--- config.mk ---
export PLATFORM = sky130hd
export DESIGN_NAME = fifo_rd_drain
export DESIGN_NICKNAME = d
export VERILOG_FILES = /design/src/rtl/fifo_drain_pkg.sv /design/src/rtl/fifo_lane_sel.sv /design/src/rtl/fifo_rd_drain.sv
export SDC_FILE = /design/constraint.sdc
export NUM_CORES = 1
export LEC_CHECK = 0
export ABC_AREA = 1
export BUFFER_PORTS_ARGS = -buffer_cell sky130_fd_sc_hd__buf_2
export CAP_MARGIN = 5
export CORE_UTILIZATION = 58
export DETAILED_ROUTE_END_ITERATION = 10
export PLACE_DENSITY = 0.8
export SYNTH_ARGS = -nofsm -noshare
export SYNTH_HDL_FRONTEND = slang
export SYNTH_HIERARCHICAL = 1
export SYNTH_SLANG_ARGS = --single-unit
--- constraint.sdc ---
create_clock -name rd_clk -period 19.4 [get_ports rd_clk]
set_input_delay 3.88 -clock rd_clk [delete_from_list [all_inputs] [get_ports rd_clk]]
set_output_delay 3.88 -clock rd_clk [all_outputs]
set_load 0.1 [all_outputs]
--- src/rtl/fifo_drain_pkg.sv ---
// fifo_drain_pkg -- shared types and defaults for the FIFO read-side drain.
//   DEF_IN_W / DEF_OUT_W : default FIFO word width and output beat width
//   slot_state_e         : occupancy of the SHIFT/PEND slot pair
package fifo_drain_pkg;
  localparam int DEF_IN_W  = 256;
  localparam int DEF_OUT_W = 32;

  // EMPTY: no word buffered; ONE: SHIFT holds a word; FULL: SHIFT and PEND hold words
  typedef enum logic [1:0] {
    EMPTY = 2'd0,
    ONE   = 2'd1,
    FULL  = 2'd2
  } slot_state_e;
endpackage

--- src/rtl/fifo_lane_sel.sv ---
// fifo_lane_sel -- selects one OUT_W beat from an IN_W word, MSB lane first.
//   i_word : IN_W word being serialized
//   i_lane : beat index (0 = most significant lane)
//   o_beat : selected OUT_W beat
module fifo_lane_sel
  import fifo_drain_pkg::*;
#(
  parameter int IN_W  = DEF_IN_W,
  parameter int OUT_W = DEF_OUT_W,
  parameter int RATIO = IN_W / OUT_W,
  parameter int LW    = (RATIO > 1) ? $clog2(RATIO) : 1
) (
  input  logic [IN_W-1:0]  i_word,
  input  logic [LW-1:0]    i_lane,
  output logic [OUT_W-1:0] o_beat
);
  logic [RATIO-1:0][OUT_W-1:0] w_lanes;
  logic [LW-1:0]               w_idx;

  assign w_lanes = i_word;
  // beat 0 is the top lane, so the packed index runs backwards
  assign w_idx   = LW'(RATIO - 1) - i_lane;
  assign o_beat  = w_lanes[w_idx];
endmodule

--- src/rtl/fifo_rd_drain.sv ---
// fifo_rd_drain -- reads IN_W words from a FIFO and serializes them into
// OUT_W beats with valid/ready handshake. One word is shifted out while a
// second can be prefetched, so back-to-back words stream without a bubble.
//   rd_clk, rst_n            : clock, synchronous active-low reset
//   fifo_dout/empty/valid    : FIFO read side (valid one cycle after rd_en)
//   fifo_rd_rst_busy         : FIFO read-side reset in progress, blocks reads
//   fifo_rd_en               : FIFO read strobe
//   m_data/m_valid/m_ready   : beat stream, m_last on the final beat of a word
//   err_unexp                : sticky, fifo_valid seen with no read outstanding
// Optional: define FIFO_DRAIN_STATS_EN to add beat_cnt and stall_cnt outputs.
module fifo_rd_drain
  import fifo_drain_pkg::*;
#(
  parameter int IN_W  = DEF_IN_W,
  parameter int OUT_W = DEF_OUT_W
) (
  input  logic             rd_clk,
  input  logic             rst_n,
  input  logic [IN_W-1:0]  fifo_dout,
  input  logic             fifo_empty,
  input  logic             fifo_valid,
  input  logic             fifo_rd_rst_busy,
  output logic             fifo_rd_en,
  output logic [OUT_W-1:0] m_data,
  output logic             m_valid,
  input  logic             m_ready,
  output logic             m_last,
  output logic             err_unexp
`ifdef FIFO_DRAIN_STATS_EN
  ,
  output logic [31:0]      beat_cnt,
  output logic [31:0]      stall_cnt
`endif
);
  localparam int RATIO = IN_W / OUT_W;
  localparam int LW    = (RATIO > 1) ? $clog2(RATIO) : 1;
  localparam logic [LW-1:0] LAST_LANE = LW'(RATIO - 1);

  slot_state_e      r_state;
  logic [IN_W-1:0]  r_shift;
  logic [IN_W-1:0]  r_pend;
  logic [LW-1:0]    r_lane;
  logic             r_out;   // read issued last cycle, data due this cycle
  logic             r_skip;  // first cycle after reset: drop a stray fifo_valid
  logic             r_err;

  logic             w_xfer;
  logic             w_drain;
  logic             w_load;
  logic             w_unexp;
  logic [OUT_W-1:0] w_beat;

  assign m_valid   = (r_state != EMPTY);
  assign m_last    = m_valid && (r_lane == LAST_LANE);
  assign m_data    = m_valid ? w_beat : '0;
  assign err_unexp = r_err;

  assign w_xfer  = m_valid && m_ready;
  assign w_drain = w_xfer && (r_lane == LAST_LANE);
  assign w_load  = fifo_valid && r_out;
  assign w_unexp = fifo_valid && !r_out && !r_skip;

  // With no read outstanding, occupancy + outstanding < 2 reduces to "not FULL".
  assign fifo_rd_en = rst_n && !fifo_rd_rst_busy && !fifo_empty && !r_out &&
                      (r_state != FULL);

  always_ff @(posedge rd_clk) begin
    if (!rst_n) begin
      r_state <= EMPTY;
      r_lane  <= '0;
      r_out   <= 1'b0;
      r_skip  <= 1'b1;
      r_err   <= 1'b0;
    end else begin
      r_out  <= fifo_rd_en;
      r_skip <= 1'b0;
      if (w_unexp) r_err <= 1'b1;
      if (w_xfer)  r_lane <= (r_lane == LAST_LANE) ? '0 : r_lane + 1'b1;
      case (r_state)
        EMPTY: if (w_load) begin
          r_shift <= fifo_dout;
          r_state <= ONE;
        end
        ONE: begin
          // a word arriving on the last beat goes straight into SHIFT
          if (w_load && w_drain) r_shift <= fifo_dout;
          else if (w_load) begin
            r_pend  <= fifo_dout;
            r_state <= FULL;
          end else if (w_drain) r_state <= EMPTY;
        end
        FULL: if (w_drain) begin
          r_shift <= r_pend;
          r_state <= ONE;
        end
        default: r_state <= EMPTY;
      endcase
    end
  end

  fifo_lane_sel #(.IN_W(IN_W), .OUT_W(OUT_W)) u_lane_sel (
    .i_word (r_shift),
    .i_lane (r_lane),
    .o_beat (w_beat)
  );

`ifdef FIFO_DRAIN_STATS_EN
  logic [31:0] r_beat_cnt;
  logic [31:0] r_stall_cnt;

  always_ff @(posedge rd_clk) begin
    if (!rst_n) begin
      r_beat_cnt  <= '0;
      r_stall_cnt <= '0;
    end else begin
      if (w_xfer)              r_beat_cnt  <= r_beat_cnt + 32'd1;
      if (m_valid && !m_ready) r_stall_cnt <= r_stall_cnt + 32'd1;
    end
  end

  assign beat_cnt  = r_beat_cnt;
  assign stall_cnt = r_stall_cnt;
`endif
endmodule

==> results of run 1 <==
## how the worst max path moves through the flow
| stage | endpoint | slack, ps | depth (start not counted) |
|---|---|---|---|
| floorplan | r_shift[0] | 3490 | 6 |
| global placement | fifo_rd_en | 10650 | 4 |
| detailed placement | fifo_rd_en | 10720 | 4 |
| CTS | fifo_rd_en | 10720 | 4 |
| global route | fifo_rd_en | 10570 | 4 |
| finish | fifo_rd_en | 10700 | 4 |
## placed cells by master, fill, tap and decap left out
| cell | synthesis | final |
|---|---|---|
| dfxtp_1 | 8 | 5 |
| o211a_1 | 1 | 1 |
| edfxtp_1 | 512 | 512 |
| clkbuf_16 | 0 | 53 |
| inv_6 | 0 | 1 |
| inv_2 | 4 | 2 |
| inv_8 | 0 | 1 |
| ha_1 | 2 | 2 |
| a21oi_1 | 2 | 2 |
| o21ai_0 | 3 | 3 |
| nor4_1 | 2 | 2 |
| buf_4 | 8 | 14 |
| nor2_2 | 2 | 2 |
| o21a_1 | 1 | 1 |
| buf_2 | 68 | 297 |
| dfxtp_2 | 0 | 1 |
| inv_4 | 0 | 1 |
| nand2_1 | 1195 | 1195 |
| inv_1 | 296 | 296 |
| dfxtp_4 | 0 | 2 |
| clkinv_1 | 0 | 9 |
| nor2_1 | 43 | 41 |
| nor2_4 | 1 | 3 |
| clkinvlp_4 | 0 | 1 |
| diode_2 | 0 | 8 |
| nand3_1 | 132 | 132 |
| buf_12 | 0 | 1 |
| clkbuf_1 | 15 | 18 |
| clkinv_2 | 0 | 6 |
## flip-flops by register name, summed over array words and instances (netlist names)
register   cells
err_unexp      1
r_lane         3
r_out          1
r_pend       256
r_shift      256
r_skip         1
r_state        2
## power by group through the flow
stage / Combinational (W) / Clock, W / Sequential (W)
finish: 0.000294 / 0.000896 / 0.00130
global route: 0.000324 / 0.000949 / 0.00131
CTS: 0.000294 / 0.000909 / 0.00130
detailed placement: 0.000292 / 0 / 0.00133
global placement: 0.000285 / 0 / 0.00132
floorplan: 0.000205 / 0 / 0.00133
## area by class of cell
class / instances / area [um2]
sequential: 520 / 15500
fill: 2951 / 12700
multi-input combinational: 1384 / 5430
timing repair buffer: 312 / 1610
clock buffer: 71 / 1390
inverter: 300 / 1140
tap: 518 / 648
clock inverter: 17 / 80.1
antenna: 8 / 20.0
## logic make-up after synthesis
kind of cell	synth area share, %
and+or+nand+nor	23.6
DFF	68.5
buffers and inverters	7.61
AOI/OAI and AO/OA	0.188
adders and majority gates	0.110
## per-stage QoR
stage,utilization (%),cells
3_5_place_dp,63.2,3034
6_report,67.1,3130
3_3_place_gp,63.2,3034
2_1_floorplan,-,2311
4_1_cts,67.0,3122
5_1_grt,67.0,3127
## critical path: cells and delay by family
family	cells	cell delay, ps
and+or+nand+nor	2	300
buffers and inverters	2	630
## cell usage after synthesis (all sizes together)
| cell type | instances |
|---|---|
| nand3 | 132 |
| a21oi | 2 |
| o21a | 1 |
| buf | 92 |
| o21ai | 3 |
| clkbuf | 15 |
| nor4 | 2 |
| ha | 2 |
| nor2 | 46 |
| o211a | 1 |
| nand2 | 1195 |
| dfxtp | 8 |
| edfxtp | 512 |
| inv | 300 |
## metal layers
metal / share of wire, % / track usage, %
met1: 42 / 36.7
met3: 8.4 / 4.41
met5: 0.15 / 0
met2: 46 / 40.3
met4: 2.9 / 9.98
==> results.cfg, run 1 <==
[status]
status = completed

[global_routing]
grt_pass1_vias = 15047
grt_usage_pct = 25.9
overflow = 0
grt_pass1_wl_um = 78900
grt_max_degree = 179
grt_antenna_before_repair = 11

[finish]
area_delta_synth_final_pct = 14.1
final_layout_size_suffix_gt1_share_pct = 14.8
design_area_um2 = 25900
nets = 2833

[synthesis]
yosys-top-cells-area = edfxtp_1 (68%), nand2_1 (20%), inv_1 (4.9%)
synth_top_cell_by_area = edfxtp_1
syn_nets = 2575
ys_types = 20
avgSynthCellArea_um2 = 9.81
synth_top_cell_area_share_pct = 67.8
synth_warnings = 6
synth_seq_cells = 520
ys_seq_area_share_pct = 68.5
syn_area_um2 = 22700
syn-instance-count = 2311

[worst_setup_path]
worst-path-max-fanout = 8
endpoint_kind = primary output
critPathLaunchType = primary input
crit_required_ps = 15520
r2r_slack_ps = 14760
r2r-end = r_shift[86]
slowest_stage = buf_2
critPathMaxStageDelay_ps = 470
path_class = in -> out
cp_cell_sequence = buf_2, nand2_1, nor4_1, buf_2
rr_worst_depth = 9
crit_arrival_ps = 4820
setup.worst_path.start = rst_n
cpMostUsedCell = buf_2
r2r_start = r_lane[0]

[power]
vdd_drop_max_mv = 0.0760
p_leak_nw = 11.9
swShare_pct = 25.5
power.internal_w = 0.00186
cellPowerDensity_nw_per_um2 = 96.4
finalPower_w = 0.00249
seqPwrFrac_pct = 52.3
p_sw_w = 0.000636
pwr-share-clk_pct = 35.9
p_comb_share_pct = 11.8

[clocking]
cts_buffers = 51
clock-sinks = 520
clk_latency_ps = 580
h-tree-depth = 2
cts_tree = built
post-cts-setup-buffers = 0
cts_resized = 0
cts_hold_buf = 0
clockRootBuffer = clkbuf_16
clk_path_buf_depth = 3
clk_transition_reported_paths_ps = 60

[timing]
holdWs_ps = 507
worst_pin_slew_ps = 1070
clock_skew_ps = 13.9
min_period_ps = 8700
worst_slack_ps = 10700
timing.max_slew.rel_slack_pct = 28.7
fmax_mhz = 115
maxSlewViolCount = 0
setup_viol_count_final = 0
finalCritPeriodShare_pct = 44.8
rsz0062_at_grt = no
hold_viol_final = 0
fin_setup_tns_ps = 0

[route]
wl_per_cell_um = 16.6
drt-initial-drc-count = 1323
dr.pass1.iters = 5
via_count = 16049
drc_errors = 0
drt-total-wl_um = 51800
via_per_inst = 5.13
ant_nets = 0

[run]
cap_violations = 0

[floorplan]
die_w_um = 200
num_rows = 72
die-area_um2 = 39900
initial_utilization_pct = 58.8
die_y_um = 200
ios = 298
core_area_um2 = 38600

[placed_design]
gp_congestion = 0.908
hpwlAfterDp_um = 32200
dpl_cell_area_um2 = 24400
preCtsSetupSlack_ps = 10720
io_buffers = 297

[hold_path]
whs_path_depth = 2
hold_start = r_pend[26]
hold_end = r_shift[26]
min_path_type = reg -> reg
(Power assumes the default switching activity.)
==> run 2, diff against run 1 <==
--- a/config.mk
+++ b/config.mk
@@ -8,9 +8,9 @@
 export ABC_AREA = 1
 export BUFFER_PORTS_ARGS = -buffer_cell sky130_fd_sc_hd__buf_2
 export CAP_MARGIN = 5
-export CORE_UTILIZATION = 58
+export CORE_UTILIZATION = 52
 export DETAILED_ROUTE_END_ITERATION = 10
-export PLACE_DENSITY = 0.8
+export PLACE_DENSITY = 0.76
 export SYNTH_ARGS = -nofsm -noshare
 export SYNTH_HDL_FRONTEND = slang
 export SYNTH_HIERARCHICAL = 1
==> constraint.sdc (replaced) <==
create_clock -name rd_clk -period 7 [get_ports rd_clk]
set_input_delay 1.4 -clock rd_clk [delete_from_list [all_inputs] [get_ports rd_clk]]
set_output_delay 1.4 -clock rd_clk [all_outputs]
set_load 0.1 [all_outputs]
==> run 2 against run 1 <==
Against the previous run:
- core utilization is 6.2 points lower
- die area is 11% higher
- critical endpoint is now m_last
- sequential cell count stayed put
- sequential share of layout area is 0.85 points lower
- via count hardly changed
- clock skew is 0.87 ps higher
- setup slack worse by 8700 ps
- global-route usage is 1.7 points lower
- power grew to 2.9 times the previous value
- count of clock-buffer cells in the layout is 2 lower
- routed wire length is 4.0% higher
- final area is 1.4% higher
==> results.cfg, run 2 (synthesized netlist as in run 1, its figures left out) <==
[timing]
finalCritPeriodShare_pct = 71.1
min_period_ps = 4980
clock_skew_ps = 14.7
setup_viol_count_final = 0
timing.max_slew.rel_slack_pct = 19.7
holdWs_ps = 478
hold_viol_final = 0
maxSlewViolCount = 0
worst_pin_slew_ps = 1200
fin_setup_tns_ps = 0
fmax_mhz = 201
rsz0062_at_grt = no

[power]
vdd_drop_max_mv = 0.170
p_leak_nw = 12.1
finalPower_w = 0.00729
cellPowerDensity_nw_per_um2 = 278

[floorplan]
ios = 298
num_rows = 76
die_y_um = 211
initial_utilization_pct = 52.6
core_area_um2 = 43100
die-area_um2 = 44400
die_w_um = 211

[global_routing]
grt_usage_pct = 24.2
grt_pass1_vias = 15537
use_met2_pct = 37.3
overflow = 0
grt_max_degree = 170
use_met1_pct = 35.1
grt_pass1_wl_um = 83200
met3_usage_pct = 3.81
grt.busiest_layer = met2
grt_antenna_before_repair = 2

[finish]
nets = 2836
area_delta_synth_final_pct = 15.7
final_common_cell = nand2_1
reg.largest.list = r_pend: 256 flops, r_shift: 256 flops, r_lane: 3 flops
layoutNonFillerInstCount = 3199
design_area_um2 = 26200
most-common-layout-cells = nand2_1 (1195), edfxtp_1 (512), buf_2 (297), inv_1 (296), nand3_1 (132)
final_layout_size_suffix_gt1_share_pct = 15.1

[placed_design]
io_buffers = 297
hpwlAfterDp_um = 33500
dpl_cell_area_um2 = 24500
numPlacedInstances = 3101
gp_congestion = 0.883

[clocking]
h-tree-depth = 2
cts_hold_buf = 0
post-cts-setup-buffers = 0
cts_buffers = 53
clk_latency_ps = 590
clk_path_buf_depth = 3
cts_resized = 0
clockRootBuffer = clkbuf_16
clock-sinks = 520
cts_tree = built
clk_transition_reported_paths_ps = 60

[route]
drt-initial-drc-count = 1494
drc_errors = 0
dr.pass1.iters = 5
drt-total-wl_um = 53900
wl_per_cell_um = 16.9
via_count = 16057
via_per_inst = 5.02
ant_nets = 0

[status]
status = completed

[worst_setup_path]
endpoint_kind = primary output
crit_arrival_ps = 3580
path_class = reg -> out
crit_required_ps = 5600
worst-path-max-fanout = 89
critPathLaunchType = register

[run]
cap_violations = 0

[hold_path]
min_path_type = reg -> reg
-- run 2: routing by layer --
layer  vias to the layer above  share of wire [%]  wire length, um
li1                       7781                  -                -
met1                      7534                 44            23800
met2                       654                 46            24600
met3                        88                7.6             4080
met4                         0                2.7             1460
met5                         -                  0                0
-- run 2: through the flow --
stage / utilization [%] / setup WS, ps
3_3_place_gp: 56.8 / 2670
6_report: 60.9 / 2020
5_1_grt: 60.9 / 1880
3_5_place_dp: 56.8 / 2550
2_1_floorplan: - / 960
4_1_cts: 60.8 / 2070
-- run 2: where the power goes --
| group | total [W] | switching, W | internal [W] |
|---|---|---|---|
| registers | 0.00360 | 0.0000493 | 0.00356 |
| clock network | 0.00285 | 0.00117 | 0.00169 |
| logic | 0.000831 | 0.000617 | 0.000214 |
| total | 0.00729 | 0.00183 | 0.00545 |
-- run 2: final timing paths --
| check | end | cells past startpoint | start | slack (ps) |
|---|---|---|---|---|
| worst max-delay path | m_last | 6 | r_lane[0] | 2020 |
| worst max register to register | r_shift[171] | 8 | r_lane[0] | 2550 |
| worst min-delay path | err_unexp | 1 | err_unexp | 480 |
| worst min register to register | err_unexp | 1 | err_unexp | 480 |
-- run 2: final cells by class --
class | instances | area [um2]
antenna | 2 | 5.00
clock buffer | 69 | 1390
multi-input combinational | 1384 | 5430
fill | 3516 | 16800
sequential | 520 | 15500
clock inverter | 26 | 332
timing repair buffer | 313 | 1660
inverter | 300 | 1140
tap | 585 | 732
-- run 2: worst max-delay path, cell delays in order (launching register included) --
cell and delay, ps:
dfxtp_4 690, buf_4 820, ha_1 280, ha_1 210
inv_1 60, nor2_1 280, buf_2 500
